--- src/rtl/axi_pkg.sv ---
// Shared AXI4 read-side definitions: burst/size/resp codes, AR request bundle, arbiter states.
// Field widths match the default 32-bit address / 4-bit ID configuration.
package axi_pkg;

    localparam int AXI_ADDR_W = 32;
    localparam int AXI_ID_W   = 4;

    localparam logic [1:0] AXI_BURST_INCR = 2'b01;
    localparam logic [2:0] AXI_SIZE_4B    = 3'b010;

    localparam logic [1:0] RESP_OKAY   = 2'b00;
    localparam logic [1:0] RESP_EXOKAY = 2'b01;
    localparam logic [1:0] RESP_SLVERR = 2'b10;
    localparam logic [1:0] RESP_DECERR = 2'b11;

    typedef struct packed {
        logic [AXI_ADDR_W-1:0] addr;
        logic [AXI_ID_W-1:0]   id;
        logic [7:0]            len;
        logic [2:0]            size;
        logic [1:0]            burst;
    } ar_req_t;

    typedef enum logic [1:0] {
        ST_IDLE  = 2'd0,
        ST_AR    = 2'd1,
        ST_RDATA = 2'd2
    } rd_state_t;

endpackage

--- src/rtl/rr_arb2.sv ---
// Two-way round-robin picker; on a tie the port that did not win last time is chosen.
// Latency: combinational, zero cycles.
// Backpressure: none; grant_oh is one-hot or zero and follows req directly.
module rr_arb2 (
    input  logic [1:0] req,
    input  logic       last_grant,
    output logic [1:0] grant_oh
);

    always_comb begin
        grant_oh = req;
        if (&req) begin
            grant_oh = last_grant ? 2'b01 : 2'b10;
        end
    end

endmodule

--- src/rtl/axi_rd_arbiter.sv ---
// Shares one AXI4 read master (AR+R) between icache refill (port 0) and LSU loads (port 1).
// Latency: requester AR handshake in cycle N gives M_AXI_ARVALID in N+1; R beats pass through combinationally.
// Backpressure: one transaction outstanding; s_arready is held low until the burst's RLAST handshake completes.
module axi_rd_arbiter
    import axi_pkg::*;
#(
    parameter int ADDR_WIDTH = 32,
    parameter int DATA_WIDTH = 32,
    parameter int ID_WIDTH   = 4
) (
    input  logic                    clock,
    input  logic                    rst_n_sync,
    input  logic [2*ADDR_WIDTH-1:0] s_araddr,
    input  logic [1:0]              s_arvalid,
    output logic [1:0]              s_arready,
    input  logic [2*ID_WIDTH-1:0]   s_arid,
    input  logic [15:0]             s_arlen,
    input  logic [5:0]              s_arsize,
    input  logic [3:0]              s_arburst,
    output logic [2*DATA_WIDTH-1:0] s_rdata,
    output logic [3:0]              s_rresp,
    output logic [1:0]              s_rvalid,
    output logic [1:0]              s_rlast,
    input  logic [1:0]              s_rready,
    output logic [ADDR_WIDTH-1:0]   M_AXI_ARADDR,
    output logic                    M_AXI_ARVALID,
    output logic [ID_WIDTH-1:0]     M_AXI_ARID,
    output logic [7:0]              M_AXI_ARLEN,
    output logic [2:0]              M_AXI_ARSIZE,
    output logic [1:0]              M_AXI_ARBURST,
    input  logic                    M_AXI_ARREADY,
    input  logic [DATA_WIDTH-1:0]   M_AXI_RDATA,
    input  logic [1:0]              M_AXI_RRESP,
    input  logic                    M_AXI_RVALID,
    input  logic                    M_AXI_RLAST,
    input  logic [ID_WIDTH-1:0]     M_AXI_RID,
    output logic                    M_AXI_RREADY,
    output logic                    busy,
    output logic                    proto_err
);

    rd_state_t state;
    ar_req_t   req_q;
    ar_req_t   win_req;
    logic      grant;
    logic      last_grant;
    logic [8:0] beat_cnt;
    logic      arvalid_q;
    logic      proto_err_q;
    logic [1:0] grant_oh;
    logic      win;
    logic      in_idle;
    logic      in_rdata;
    logic      r_beat;
    logic      unused_rid;

    rr_arb2 u_rr_arb2 (
        .req        (s_arvalid),
        .last_grant (last_grant),
        .grant_oh   (grant_oh)
    );

    assign win = grant_oh[1];

    always_comb begin
        win_req.addr  = win ? s_araddr[2*ADDR_WIDTH-1:ADDR_WIDTH] : s_araddr[ADDR_WIDTH-1:0];
        win_req.id    = win ? s_arid[2*ID_WIDTH-1:ID_WIDTH]       : s_arid[ID_WIDTH-1:0];
        win_req.len   = win ? s_arlen[15:8]   : s_arlen[7:0];
        win_req.size  = win ? s_arsize[5:3]   : s_arsize[2:0];
        win_req.burst = win ? s_arburst[3:2]  : s_arburst[1:0];
    end

    // Qualify with reset so nothing handshakes in a cycle that is about to be discarded.
    assign in_idle  = (state == ST_IDLE)  && rst_n_sync;
    assign in_rdata = (state == ST_RDATA) && rst_n_sync;
    assign r_beat   = in_rdata && M_AXI_RVALID && s_rready[grant];

    assign s_arready    = in_idle ? grant_oh : 2'b00;
    assign M_AXI_RREADY = in_rdata && s_rready[grant];
    assign s_rvalid     = in_rdata ? (grant ? {M_AXI_RVALID, 1'b0} : {1'b0, M_AXI_RVALID}) : 2'b00;
    assign s_rlast      = in_rdata ? (grant ? {M_AXI_RLAST, 1'b0}  : {1'b0, M_AXI_RLAST})  : 2'b00;
    assign s_rdata      = {2{M_AXI_RDATA}};
    assign s_rresp      = {2{M_AXI_RRESP}};

    assign M_AXI_ARVALID = arvalid_q;
    assign M_AXI_ARADDR  = req_q.addr;
    assign M_AXI_ARID    = req_q.id;
    assign M_AXI_ARLEN   = req_q.len;
    assign M_AXI_ARSIZE  = req_q.size;
    assign M_AXI_ARBURST = req_q.burst;
    assign busy          = (state != ST_IDLE);
    assign proto_err     = proto_err_q;

    // Return routing is by grant alone, so the slave's RID carries no information here.
    assign unused_rid = ^M_AXI_RID;

    always_ff @(posedge clock) begin
        if (!rst_n_sync) begin
            state       <= ST_IDLE;
            req_q       <= '0;
            grant       <= 1'b0;
            last_grant  <= 1'b1;
            beat_cnt    <= 9'd0;
            arvalid_q   <= 1'b0;
            proto_err_q <= 1'b0;
        end else begin
            case (state)
                ST_IDLE: begin
                    if (|grant_oh) begin
                        req_q     <= win_req;
                        grant     <= win;
                        arvalid_q <= 1'b1;
                        state     <= ST_AR;
                    end
                end
                ST_AR: begin
                    if (M_AXI_ARREADY) begin
                        arvalid_q <= 1'b0;
                        beat_cnt  <= 9'd0;
                        state     <= ST_RDATA;
                    end
                end
                ST_RDATA: begin
                    if (r_beat) begin
                        beat_cnt <= beat_cnt + 9'd1;
                        if (M_AXI_RLAST) begin
                            // beat_cnt still excludes this beat, so a correct burst ends at ARLEN.
                            if (beat_cnt != {1'b0, req_q.len}) begin
                                proto_err_q <= 1'b1;
                            end
                            last_grant <= grant;
                            state      <= ST_IDLE;
                        end
                    end
                end
                default: state <= ST_IDLE;
            endcase
        end
    end

endmodule
--- config.mk ---
export PLATFORM = sky130hd
export DESIGN_NAME = axi_rd_arbiter
export DESIGN_NICKNAME = d
export VERILOG_FILES = /design/src/rtl/axi_pkg.sv /design/src/rtl/rr_arb2.sv /design/src/rtl/axi_rd_arbiter.sv
export SDC_FILE = /design/constraint.sdc
export NUM_CORES = 1
export LEC_CHECK = 0
export CAP_MARGIN = 25
export CORE_AREA = 2 2 105 107
export DETAILED_ROUTE_END_ITERATION = 10
export DIE_AREA = 0 0 107 109
export GPL_TIMING_DRIVEN = 0
export PLACE_DENSITY = 0.82
export SLEW_MARGIN = 20
export SYNTH_ARGS = -nofsm -noshare
export SYNTH_HDL_FRONTEND = slang
export SYNTH_SLANG_ARGS = --single-unit
--- constraint.sdc ---
create_clock -name clock -period 3 [get_ports clock]
set_input_delay 0.3 -clock clock [delete_from_list [all_inputs] [get_ports clock]]
set_output_delay 0.3 -clock clock [all_outputs]
set_load 0.02 [all_outputs]
==> impl_metrics.tcl <==
set metrics [dict create \
    status "complete, no violations" \
    cts.sinks 64 \
    numCtsBuffers 9 \
    tightestPinTransition_ns 0.5296 \
    fp-row-count 38 \
    vias 3665 \
    max_cap_viol_count 0 \
    place_ws_ns 0.4648 \
    avgSynthCellArea_um2 8.966 \
    portBuffers 232 \
    p_per_area_nw_per_um2 427.7 \
    synthesis.area_um2 3568 \
    nNetsFinal 787 \
    synth_cells 398 \
    die_h_um 109 \
    reg2reg_slack_ns 1.33 \
    wl_met3_um 878 \
    top_layer "met4" \
    grt_pass1_wl_um 17270 \
    synth_edf_count 0 \
    crit_path_end_kind "output port" \
    cts_max_level 3 \
    rr_worst_depth 5 \
    total_power_w 0.002674 \
    wl_met1_um 4292 \
    wire_per_inst_um 14.40 \
    hold_class "input port to flop" \
    fin_ws_ns 0.4706 \
    setup_viol_count_final 0 \
    viasPerCell 4.669 \
    cellLeakagePower_nw 2.529 \
    period_needed_ns 2.529 \
    cts_tree "yes" \
    ant_nets 0 \
    async_flop_share 0 \
    first_pass_iters 4 \
    root_buffer "clkbuf_8" \
    final_layout_size_suffix_gt1_frac 0.1612 \
    diodes 0 \
    die_x_um 107 \
    drt_iter0_drc 91 \
    placed_cells 770 \
    hold_buffers 0 \
    max_slew_margin 0.6469 \
    drc 0 \
    worstPathRequired_ns 2.70 \
    n_fill_cell 908 \
    worstPathMaxFanout 10 \
    timing.rr.start "state[1]" \
    start_util 0.3366 \
    rsz0062_at_grt "false" \
    crit_end "s_arready[1]" \
    dp_hpwl_um 9358 \
    post-route-util 0.5897 \
    ys.flop_type "dfxtp_1" \
    synth.distinct_cells 43 \
    grt_overflow 0 \
    post_cts_resize_count 0 \
    ys_seq_area_frac 0.3590 \
    grt_pass1_vias 3615 \
    min_period_over_period 0.8431 \
    syn2layout_area_growth_pct 75.21 \
    fin_cells 785 \
    core_area_um2 10600 \
    wl_um 11300 \
    grt_max_degree 11 \
    grtUsageTotal 0.1874 \
    clk_latency_ns 0.33 \
    clk_pin_slew_worst_paths_ns 0.06 \
    ir_drop_mv 0.2127 \
    fin_skew_ns 0.006175 \
    arrival_ns 2.23 \
    place.gp.congestion 0.7973 \
    finalHoldViolCount 0 \
    yosysWarnings 0 \
    ios 272 \
    whs_path_depth 2 \
    drv_slew 0 \
    startpoint_type "input port" \
    cts_buffer_depth 2 \
    rr_endpoint "M_AXI_ARADDR[30]" \
    critPathKind "input port to output port" \
    dr_wl_met2_um 5966 \
    die-area_um2 11660 \
    syn_nets 544 \
    fmaxAchievable_mhz 395.4 \
    setup.worst_path.start "s_arvalid[1]" \
    antenna_found_initial 0 \
    synth_seq_cells 64 \
    tns_ns 0 \
    cts_setup_buffers 0 \
]
==> per-stage QoR <==
| stage | area (µm²) | hold WS (ns) |
|---|---|---|
| 6_report | 6252 | 0.2587 |
| 5_1_grt | 6252 | 0.2414 |
| 3_3_place_gp | 6066 | 0.4728 |
| 3_5_place_dp | 6066 | 0.4914 |
| 2_1_floorplan | 3568 | 0.4198 |
| 4_1_cts | 6252 | 0.2380 |
==> how the worst min path moves through the flow <==
stage	from	endpoint	slack, ns
finish	rst_n_sync	last_grant	0.26
global placement	beat_cnt[8]	beat_cnt[8]	0.47
CTS	rst_n_sync	last_grant	0.24
detailed placement	M_AXI_ARADDR[14]	M_AXI_ARADDR[14]	0.49
floorplan	M_AXI_ARREADY	state[0]	0.42
global route	rst_n_sync	last_grant	0.24
==> final cells by class <==
class	instances	area, µm²	share of cell area
sequential	64	1281	0.2049
tap	140	175.2	0.02802
clock buffer	11	141.4	0.02261
timing repair buffer	232	2322	0.3714
multi-input combinational	234	1613	0.2580
clock inverter	4	45.04	0.007204
inverter	8	30.03	0.004803
buffer	92	644.4	0.1031
==> power breakdown <==
part,switching (W),leakage (nW),internal [W]
Sequential,0.0000533,0.529,0.000937
Clock,0.000314,0.0989,0.000398
Combinational,0.000452,1.90,0.000520
Total,0.000820,2.53,0.00185
==> kinds of logic after synthesis <==
family,after synthesis,synth area share
AO/OA/AOI/OAI,82,0.1616
XOR/XNOR,8,0.01964
adder cells (fa/ha/maj),1,0.003506
buffers and inverters,100,0.1890
flip-flops,64,0.3590
multiplexers,51,0.1434
AND/OR/NAND/NOR,92,0.1238
==> per-layer routing <==
layer / GRT usage / vias to the layer above
met2: 0.3499 / 164
met4: 0.06401 / 0
met1: 0.2015 / 1669
met5: 0 / -
li1: - / 1818
met3: 0.05559 / 14
==> cells in the mapped netlist, types with 2 or more instances <==
cell,number,share of area
a211oi_1,49,0.10
and3_1,3,0.0053
or3_1,2,0.0035
xor2_1,8,0.020
buf_4,75,0.16
o21ai_0,13,0.018
buf_2,8,0.011
nand3_1,2,0.0028
dfxtp_1,64,0.36
buf_1,3,0.0032
nor3_1,7,0.0098
a21oi_1,9,0.013
and2_1,3,0.0053
clkbuf_1,5,0.0053
nand4_1,2,0.0035
nand2_1,6,0.0063
mux2i_1,50,0.14
nor2_1,58,0.061
inv_1,7,0.0074
==> cell usage in the layout (no fill, tap or decap), types with 2 or more instances in the layout <==
master             n
buf_4             75
buf_1              3
inv_1              7
and3_1             3
nor2_1            58
nand4_1            2
nor3_1             7
nand2_1            6
a211oi_1          49
clkbuf_8          10
clkbuf_1           6
xor2_1             8
a21oi_1            9
o21ai_0           13
or3_1              2
clkdlybuf4s50_1  232
buf_2              8
clkinv_2           3
and2_1             3
mux2i_1           50
dfxtp_1           64
nand3_1            2
==> worst max-delay path, stage by stage <==
cell and delay, ns:
clkdlybuf4s50_1 0.52, a21boi_1 0.17, buf_2 0.20, buf_4 0.23, and3_1 0.19, clkdlybuf4s50_1 0.61
==> state kept, by name, summed over array words and instances, names as in the netlist <==
name and count:
M_AXI_ARLEN 8, M_AXI_ARVALID 1, last_grant 1, beat_cnt 9, grant 1, M_AXI_ARID 4
M_AXI_ARBURST 2, proto_err 1, state 2, M_AXI_ARADDR 32, M_AXI_ARSIZE 3
Power figures use the tool's default switching activity.
